--- src/rtl/debug_unit_pkg.sv ---
// ============================================================================
// debug_unit_pkg : command codes, frame header and FSM state encodings for
//                  the debug-unit dump engine.
// Revision       : 1.0
// ============================================================================
`default_nettype none

package debug_unit_pkg;

    localparam logic [7:0] CMD_RUN      = 8'h43;  // 'C'
    localparam logic [7:0] CMD_STOP     = 8'h53;  // 'S'
    localparam logic [7:0] CMD_STEP     = 8'h4E;  // 'N'
    localparam logic [7:0] CMD_DUMP     = 8'h44;  // 'D'
    localparam logic [7:0] FRAME_HEADER = 8'hA5;

    // Words before the register block: header, PC, cycle count.
    localparam int PREFIX_WORDS = 3;

    typedef enum logic [2:0] {
        ST_IDLE  = 3'd0,
        ST_STEP  = 3'd1,
        ST_FETCH = 3'd2,
        ST_LOAD  = 3'd3,
        ST_SEND  = 3'd4,
        ST_WAIT  = 3'd5,
        ST_CSUM  = 3'd6,
        ST_DONE  = 3'd7
    } state_t;

endpackage

`default_nettype wire

--- src/rtl/debug_unit_word_serializer.sv ---
// ============================================================================
// debug_unit_word_serializer : holds one dump word and presents it byte by
//                              byte in the configured order; flags last byte.
// Revision                   : 1.0
// ============================================================================
`default_nettype none

module debug_unit_word_serializer #(
    parameter int NB_DATA       = 32,
    parameter int NB_BYTE       = 8,
    parameter int LITTLE_ENDIAN = 0
) (
    input  logic               clk,
    input  logic               rst,
    input  logic               load,
    input  logic               single,
    input  logic [NB_DATA-1:0] word,
    input  logic               advance,
    output logic [NB_BYTE-1:0] byte_out,
    output logic               last
);

    localparam int N_BYTES = NB_DATA / NB_BYTE;
    localparam int IDX_W   = (N_BYTES > 1) ? $clog2(N_BYTES) : 1;

    logic [NB_DATA-1:0] word_q;
    logic [IDX_W-1:0]   idx;
    logic [IDX_W-1:0]   sel;
    logic               single_q;

    always_ff @(posedge clk) begin
        if (rst) begin
            word_q   <= '0;
            idx      <= '0;
            single_q <= 1'b0;
        end else if (load) begin
            word_q   <= word;
            idx      <= '0;
            single_q <= single;
        end else if (advance && !last) begin
            idx <= idx + IDX_W'(1);
        end
    end

    // A single-byte word (the header) always lives in the low byte.
    assign sel  = (LITTLE_ENDIAN != 0) ? idx : IDX_W'(N_BYTES - 1) - idx;
    assign last = single_q || (idx == IDX_W'(N_BYTES - 1));

    always_comb begin
        byte_out = word_q[NB_BYTE-1:0];
        if (!single_q) begin
            for (int b = 0; b < N_BYTES; b++) begin
                if (sel == IDX_W'(b)) byte_out = word_q[b*NB_BYTE +: NB_BYTE];
            end
        end
    end

endmodule

`default_nettype wire

--- src/rtl/debug_unit_dump_engine.sv ---
// ============================================================================
// debug_unit_dump_engine : UART-side debug controller; decodes run/step/dump
//                          commands and streams a framed state dump.
//                          Optional trailing XOR checksum: DEBUG_UNIT_CHECKSUM_EN
// Revision               : 1.0
// ============================================================================
`default_nettype none

module debug_unit_dump_engine
    import debug_unit_pkg::*;
#(
    parameter int NB_DATA       = 32,
    parameter int NB_BYTE       = 8,
    parameter int N_REGISTERS   = 32,
    parameter int N_MEM_WORDS   = 32,
    parameter int NB_MEM_ADDR   = 5,
    parameter int LITTLE_ENDIAN = 0,
    parameter int NB_STATE      = 3
) (
    input  logic                           i_clock,
    input  logic                           i_reset,
    input  logic [NB_BYTE-1:0]             i_rx_data,
    input  logic                           i_rx_done,
    output logic [NB_BYTE-1:0]             o_tx_data,
    output logic                           o_tx_start,
    input  logic                           i_tx_done,
    input  logic                           i_halt,
    input  logic [NB_DATA-1:0]             i_pc,
    input  logic [NB_DATA-1:0]             i_cycles,
    input  logic [N_REGISTERS*NB_DATA-1:0] i_registers,
    output logic [NB_MEM_ADDR-1:0]         o_mem_addr,
    input  logic [NB_DATA-1:0]             i_mem_data,
    output logic                           o_execution_mode,
    output logic                           o_execution_step,
    output logic                           o_du_done,
    output logic [NB_STATE-1:0]            o_state
);

    localparam int MEM_BASE = PREFIX_WORDS + N_REGISTERS;
    localparam int N_WORDS  = MEM_BASE + N_MEM_WORDS;
    localparam int WORD_W   = $clog2(N_WORDS);
    localparam logic [WORD_W-1:0] LAST_WORD = WORD_W'(N_WORDS - 1);

    state_t              state;
    logic [WORD_W-1:0]   word_idx;
    logic [WORD_W-1:0]   next_idx;
    logic                halt_q;
    logic [NB_DATA-1:0]  load_word;
    logic [NB_BYTE-1:0]  ser_byte;
    logic                ser_last;
    logic                ser_load;
    logic                ser_advance;
    logic                rx_run, rx_stop, rx_step, rx_dump;
    logic                dump_trigger;
`ifdef DEBUG_UNIT_CHECKSUM_EN
    logic [NB_BYTE-1:0]  csum;
    logic                csum_sent;
`endif

    assign rx_run       = i_rx_done && (i_rx_data == NB_BYTE'(CMD_RUN));
    assign rx_stop      = i_rx_done && (i_rx_data == NB_BYTE'(CMD_STOP));
    assign rx_step      = i_rx_done && (i_rx_data == NB_BYTE'(CMD_STEP));
    assign rx_dump      = i_rx_done && (i_rx_data == NB_BYTE'(CMD_DUMP));
    assign dump_trigger = rx_dump || (i_halt && !halt_q && o_execution_mode);

    assign next_idx    = word_idx + WORD_W'(1);
    assign ser_load    = (state == ST_LOAD);
    assign ser_advance = (state == ST_WAIT) && i_tx_done && !ser_last;
    assign o_state     = NB_STATE'(state);

    // Registers are sampled at the moment their own word is loaded.
    always_comb begin
        load_word = i_mem_data;
        if (word_idx == '0)               load_word = NB_DATA'(FRAME_HEADER);
        else if (word_idx == WORD_W'(1))  load_word = i_pc;
        else if (word_idx == WORD_W'(2))  load_word = i_cycles;
        for (int i = 0; i < N_REGISTERS; i++) begin
            if (word_idx == WORD_W'(i + PREFIX_WORDS))
                load_word = i_registers[i*NB_DATA +: NB_DATA];
        end
    end

    debug_unit_word_serializer #(
        .NB_DATA       (NB_DATA),
        .NB_BYTE       (NB_BYTE),
        .LITTLE_ENDIAN (LITTLE_ENDIAN)
    ) u_serializer (
        .clk      (i_clock),
        .rst      (i_reset),
        .load     (ser_load),
        .single   (word_idx == '0),
        .word     (load_word),
        .advance  (ser_advance),
        .byte_out (ser_byte),
        .last     (ser_last)
    );

    always_ff @(posedge i_clock) begin
        if (i_reset) begin
            state            <= ST_IDLE;
            word_idx         <= '0;
            halt_q           <= 1'b0;
            o_tx_data        <= '0;
            o_tx_start       <= 1'b0;
            o_mem_addr       <= '0;
            o_execution_mode <= 1'b0;
            o_execution_step <= 1'b0;
            o_du_done        <= 1'b0;
`ifdef DEBUG_UNIT_CHECKSUM_EN
            csum             <= '0;
            csum_sent        <= 1'b0;
`endif
        end else begin
            halt_q           <= i_halt;
            o_tx_start       <= 1'b0;
            o_execution_step <= 1'b0;
            o_du_done        <= 1'b0;
            if (rx_run)       o_execution_mode <= 1'b1;
            else if (rx_stop) o_execution_mode <= 1'b0;

            case (state)
                ST_IDLE: begin
                    word_idx <= '0;
`ifdef DEBUG_UNIT_CHECKSUM_EN
                    csum      <= '0;
                    csum_sent <= 1'b0;
`endif
                    if (rx_step && !o_execution_mode) begin
                        o_execution_step <= 1'b1;
                        state            <= ST_STEP;
                    end else if (dump_trigger) begin
                        state <= ST_LOAD;
                    end
                end
                ST_STEP:  state <= ST_LOAD;
                ST_FETCH: state <= ST_LOAD;
                ST_LOAD:  state <= ST_SEND;
                ST_SEND: begin
                    o_tx_data  <= ser_byte;
                    o_tx_start <= 1'b1;
`ifdef DEBUG_UNIT_CHECKSUM_EN
                    if (word_idx != '0) csum <= csum ^ ser_byte;
`endif
                    state <= ST_WAIT;
                end
                ST_WAIT: begin
                    if (i_tx_done) begin
                        if (!ser_last) begin
                            state <= ST_SEND;
                        end else if (word_idx != LAST_WORD) begin
                            word_idx <= next_idx;
                            if (int'(next_idx) >= MEM_BASE) begin
                                o_mem_addr <= NB_MEM_ADDR'(int'(next_idx) - MEM_BASE);
                                state      <= ST_FETCH;
                            end else begin
                                state <= ST_LOAD;
                            end
                        end else begin
`ifdef DEBUG_UNIT_CHECKSUM_EN
                            state <= csum_sent ? ST_DONE : ST_CSUM;
`else
                            state <= ST_DONE;
`endif
                        end
                    end
                end
                ST_CSUM: begin
`ifdef DEBUG_UNIT_CHECKSUM_EN
                    o_tx_data  <= csum;
                    o_tx_start <= 1'b1;
                    csum_sent  <= 1'b1;
                    state      <= ST_WAIT;
`else
                    state <= ST_IDLE;
`endif
                end
                ST_DONE: begin
                    o_du_done <= 1'b1;
                    state     <= ST_IDLE;
                end
                default: state <= ST_IDLE;
            endcase
        end
    end

endmodule

`default_nettype wire

--- config.mk ---
export PLATFORM = sky130hd
export DESIGN_NAME = debug_unit_dump_engine
export DESIGN_NICKNAME = d
export VERILOG_FILES = /design/src/rtl/debug_unit_pkg.sv /design/src/rtl/debug_unit_word_serializer.sv /design/src/rtl/debug_unit_dump_engine.sv
export SDC_FILE = /design/constraint.sdc
export NUM_CORES = 1
export LEC_CHECK = 0
export CORE_AREA = 10 10 438 440
export DETAILED_ROUTE_END_ITERATION = 7
export DIE_AREA = 0 0 448 450
export GPL_ROUTABILITY_DRIVEN = 0
export PLACE_DENSITY = 0.3
export REMOVE_ABC_BUFFERS = 1
export SLEW_MARGIN = 20
export SYNTH_ARGS = -nofsm -noshare
export SYNTH_HDL_FRONTEND = slang
export SYNTH_SLANG_ARGS = --single-unit
--- constraint.sdc ---
create_clock -name i_clock -period 6.4 [get_ports i_clock]
set_clock_uncertainty 0.2 [all_clocks]
set_input_delay 1.28 -clock i_clock [delete_from_list [all_inputs] [get_ports i_clock]]
set_output_delay 1.28 -clock i_clock [all_outputs]
set_load 0.03 [all_outputs]
Yosys cells after proc, flatten, opt, wreduce, memory -nomap -nowiden
Index checks and enable logic that the tools add are counted.

Bitwise gates (word level): 1. Equal/unequal tests: 54. Reduce and logical (&&, ||, !) cells: 26. $add $sub $neg: 4. $lt $le $gt $ge: 1. Muxes and demuxes: 55.

Operators with widths (count): $mux W32 (35); $eq A7 B5 Y1 const B (16); $eq A7 B4 Y1 const B (8); $eq A8 B7 Y1 const B (4); $mux W8 (4); $eq A7 B3 Y1 const B (4); $eq A7 B6 Y1 const B (3); $mux W7 (3); $pmux W3 S6 (1); $mux W3 (5); $eq A7 B2 Y1 const B (2); $pmux W7 S2 (1); $eq A3 B3 Y1 const B (4); $logic_and A1 B1 Y1 (10); $reduce_or A2 Y1 (4); $add A7 B1 Y7 const B (1); $eq A7 B1 Y1 const B (1); $ge A7 B6 Y1 const B (1); $logic_not A7 Y1 (1); $ne A7 B7 Y1 const B (1); $eq A2 B2 Y1 const B (3); $eq A3 B2 Y1 const B (2); $mux W1 (6); $reduce_and A5 Y1 (1); 15 further kinds (20).

Logic and storage cells: 153. Output and inout port bits: 20. Flip-flop bits (word level): 63.

Longest topological paths before layout
Depth after elaboration: 36. Gate-level depth with buffers: 15. Mapped depth without buffers: 10.

By module
Synthesis repeated with hierarchy kept, for this count alone.

Cell total of the unflattened synthesis: 1882. Area total of the unflattened synthesis: 12310.6 sq um.

Modules (own cells, without submodules): debug_unit_dump_engine (area an instance 10719.0 sq um, cells an instance 1716, times used 1, seq. area each 560.5 sq um); debug_unit_word_serializer (area an instance 1591.5 sq um, cells an instance 166, times used 1, seq. area each 700.7 sq um).

Least setup slack after synthesis
OpenSTA, ideal clock, no wires.

Path kind: reg-to-reg. Start: reg word_idx[0]. End: reg u_serializer.word_q[15]. Data arrival time: 2.887 ns. Cell stages (with the launch flop): 14. Path slack: 3.188 ns. Clock period less this slack: 3.212 ns. Library setup time: 0.125 ns. Required time: 6.075 ns. Path through: dfxtp_1 > clkbuf_1 > inv_1 > ha_1 > buf_2 > nor2b_1 > buf_2 > buf_2 > a2111oi_2 > o211ai_1 > o2111ai_1 > a31oi_1 > o211ai_1 > a31oi_1.

Word-level cells in the longest chain between the ends: 36. Elaborated cells between the ends (all ways): 70. Classes of those cells: 34 x eq/ne; 35 x mux; 1 x reduce/logical.

Ends and longest elaborated chain: from (decl) (line debug_unit_dump_engine.sv:45) `logic [WORD_W-1:0] word_idx;`; from (signal assigned) (line debug_unit_dump_engine.sv:151) `word_idx <= next_idx;`; $eq A7 B2 Y1 (line debug_unit_dump_engine.sv:76) `else if (word_idx == WORD_W'(2)) load_word = i_cycles;`; $mux W32 (line debug_unit_dump_engine.sv:76); $mux W32 (line debug_unit_dump_engine.sv:75) `else if (word_idx == WORD_W'(1)) load_word = i_pc;`; $mux W32 (line debug_unit_dump_engine.sv:74) `if (word_idx == '0) load_word = NB_DATA'(FRAME_HEADER);`; $mux W32 (31 in series) (line debug_unit_dump_engine.sv:78) `if (word_idx == WORD_W'(i + PREFIX_WORDS))`; $mux W32 * (line debug_unit_dump_engine.sv:78); to (signal assigned) (line debug_unit_word_serializer.sv:37) `word_q <= word;`; to (decl) (line debug_unit_word_serializer.sv:26) `logic [NB_DATA-1:0] word_q;`.

Every way passes the cells marked *; elsewhere a longest branch is shown, timed or not. A chain may end at the register's enable or synchronous reset.

Final worst setup path
Start: reg word_idx[0]. End: reg u_serializer.word_q[8].

Same word-level chain as after synthesis.

==> reports/metrics.cfg <==
[run_status]
status = finished clean

[setup_path]
crit_fanout = 41
path_cells = ha_2 > nor2b_4 > nand2_2 > a311o_1 > a211o_1 > a21oi_1 > o21ai_1 > a31o_1 > a211oi_2
required_ns = 6.51
slowest_delay_ns = 0.89
startpoint = word_idx[0]$_SDFFE_PP0P_
cp-start-kind = register
critPathArrivalTime_ns = 5.54
rr_worst_depth = 9
worstSetupPathType = reg2reg
ff2ff_setup_slack_ns = 0.97
worstSetupEndpointType = register
crit_slowest_cell = nor2b_4
rr_startpoint = word_idx[0]$_SDFFE_PP0P_
crit_family = compound AO/OA/AOI/OAI gates
cp_num_buf_inv = 0
reg2reg_to = u_serializer.word_q[8]$_SDFFE_PP0P_
endpoint = u_serializer.word_q[8]$_SDFFE_PP0P_
critical_path_depth = 9

[yosys]
synthFlopType = dfxtp_1
synthTopCellsByArea = dfxtp_1 (9.8%), nor2_1 (7.3%), o22ai_1 (6.2%)
synth_warnings = 0
synth-async-reset-ratio = 0
postSynthCellCount = 2014
synth_area_um2 = 12900
ys_seq_area_frac = 0.0979
synth.distinct_cells = 93
synth_edf_count = 0
yosysTopAreaCell = dfxtp_1
synth-seq-cells = 63
avgSynthCellArea_um2 = 6.39
synth_top_area_share = 0.0979

[sta]
worst_slew_pin_slew_ns = 1.23
fin_ws_ns = 0.970
slew_violations = 0
max_slew_margin = 0.171
hold_ws_ns = 0.256
fmax_mhz = 184
fin_crit_ns = 5.43
setup_viol = 0
rsz0062_at_grt = no
hold_viol = 0
period_share = 0.848
timing.setup.tns_ns = 0

[drt]
detail_route.first_pass.iterations = 6
drt_iter0_markers = 2489
num_vias = 24032
wl_per_cell_um = 42.5
drtAntennaViolNets = 0
viasPerCell = 4.34
route.detailed.drc = 0
wirelength_um = 235000

[power]
comb_power_share = 0.474
power_leakage_nw = 9.06
p_int_mw = 1.35
switchingPower_mw = 0.530
p_seq_frac = 0.216
switching_share = 0.282
clockPowerShare = 0.310
power.density_nw_per_um2 = 67.1
ir_drop_mv = 0.147

[min_path]
hold_path.class = reg2reg

[final_layout]
layout_commonest_cell = clkdlybuf4s50_1
multiInputGateArea_um2 = 10900
fin_cells = 5533
layout.nets = 4246
seq_area_um2 = 1260
area_growth_pct = 118
nFillCells = 21009
final_cell_mix = clkdlybuf4s50_1 (1151), nor2_1 (239), nand2_1 (209)
final_layout_size_suffix_gt1_frac = 0.0759
design_area_um2 = 28000

[placement]
dp_cells = 5477
dp_hpwl_um = 208000
dpl-instance-area_um2 = 27600
dp_slack_ns = 0.841
place.port_buffers = 1152

[floorplanning]
start_util = 0.0705
core.rowCount = 157
dieHeight_um = 450
fp.coreArea_um2 = 183000
dieWidth_um = 448
die-area_um2 = 202000
io_pins = 1153

[clock_network]
cts_setup_buffers = 0
clk_latency_ns = 0.40
cts-hold-fix-buffers = 0
ctsResizeCount = 0
cts_buffers = 9
clkSinkCount = 63
cts_buffer_depth = 2
cts_htree_levels = 3
clk_pin_slew_ns = 0.07
cts_tree = done
cts_root_buf = clkbuf_16

[global_routing]
antenna_found_initial = 143
grt_pass1_wl_um = 288000
grt_pass1_vias = 24362
grt_overflow = 0
gr-usage-all-layers = 0.220
grt_max_degree = 42

[flow_run]
maxCapViolCount = 0

[cells in the mapped netlist (all sizes together), types with 14 or more instances]
master	count
a2111oi	27
mux2i	18
inv	14
nand4	28
o211ai	24
a31oi	19
clkbuf	87
o22ai	129
a211oi	40
a21oi	147
nand2	218
nor3	91
a22oi	66
a221oi	71
nand3	62
and3	19
a22o	28
a221o	31
a21o	18
dfxtp	63
o221ai	33
o21ai	160
or3	16
nor4	33
buf	106
nor2	260
[routing by layer]
layer  wire [um]  track usage  share of wire
met3       16500       0.0616          0.070
met2      119000        0.394           0.50
met1       91700        0.251           0.39
met4        7670       0.0671          0.033
met5         751            0         0.0032
[state kept, by name, indices dropped and copies added (netlist names)]
| signal | count |
|---|---|
| word_idx | 7 |
| u_serializer.idx | 2 |
| u_serializer.word_q | 32 |
| o_execution_step | 1 |
| u_serializer.single_q | 1 |
| o_du_done | 1 |
| o_state | 3 |
| o_execution_mode | 1 |
| o_tx_data | 8 |
| o_mem_addr | 5 |
| o_tx_start | 1 |
| halt_q | 1 |
[worst min-delay path by stage]
stage | startpoint | end | cells past startpoint
CTS | o_tx_data[2]$_SDFFE_PP0P_ | o_tx_data[2]$_SDFFE_PP0P_ | 2
detailed placement | o_tx_data[2]$_SDFFE_PP0P_ | o_tx_data[2]$_SDFFE_PP0P_ | 2
global route | o_tx_data[1]$_SDFFE_PP0P_ | o_tx_data[1]$_SDFFE_PP0P_ | 2
global placement | o_tx_data[4]$_SDFFE_PP0P_ | o_tx_data[4]$_SDFFE_PP0P_ | 2
floorplan | u_serializer.word_q[2]$_SDFFE_PP0P_ | u_serializer.word_q[2]$_SDFFE_PP0P_ | 2
finish | o_tx_data[2]$_SDFFE_PP0P_ | o_tx_data[2]$_SDFFE_PP0P_ | 2
[power groups by stage]
stage	Sequential (mW)	Combinational (mW)	Clock, mW
final	0.407	0.890	0.583
after global routing	0.407	0.914	0.603
after CTS	0.406	0.887	0.592
after detailed placement	0.415	0.879	0
after global placement	0.415	0.885	0
after floorplan	0.413	0.0392	0
[metrics by stage]
step	utilization	total power [mW]
after floorplan	-	0.453
after global placement	0.151	1.30
after detailed placement	0.151	1.29
after CTS	0.153	1.89
after global routing	0.153	1.92
final	0.153	1.88
[worst reg2reg max path, delay by kind of cell (launching register included)]
kind                     cells  cell delay, ns
adder cells (fa/ha/maj)      1            0.47
AO/OA/AOI/OAI                6            2.32
AND/OR/NAND/NOR              2            1.78
flip-flops                   1            0.58
[cell families after synthesis]
family	synth area share
buf+inv	0.0745
simple gates	0.304
xor+xnor	0.00612
mux	0.0140
fa+ha+maj	0.00972
compound gates	0.494
flops	0.0979
[area by class of cell]
class                   instances  area share
inverters                      14     0.00188
flip-flops and latches         63      0.0450
clock buffers                  11     0.00902
diodes                         40     0.00357
well taps                    2385       0.106
clock inverters                 5     0.00201
repair buffers               1271       0.443
multi-input cells            1744       0.389
No activity file was read; power rests on OpenSTA's default activity.
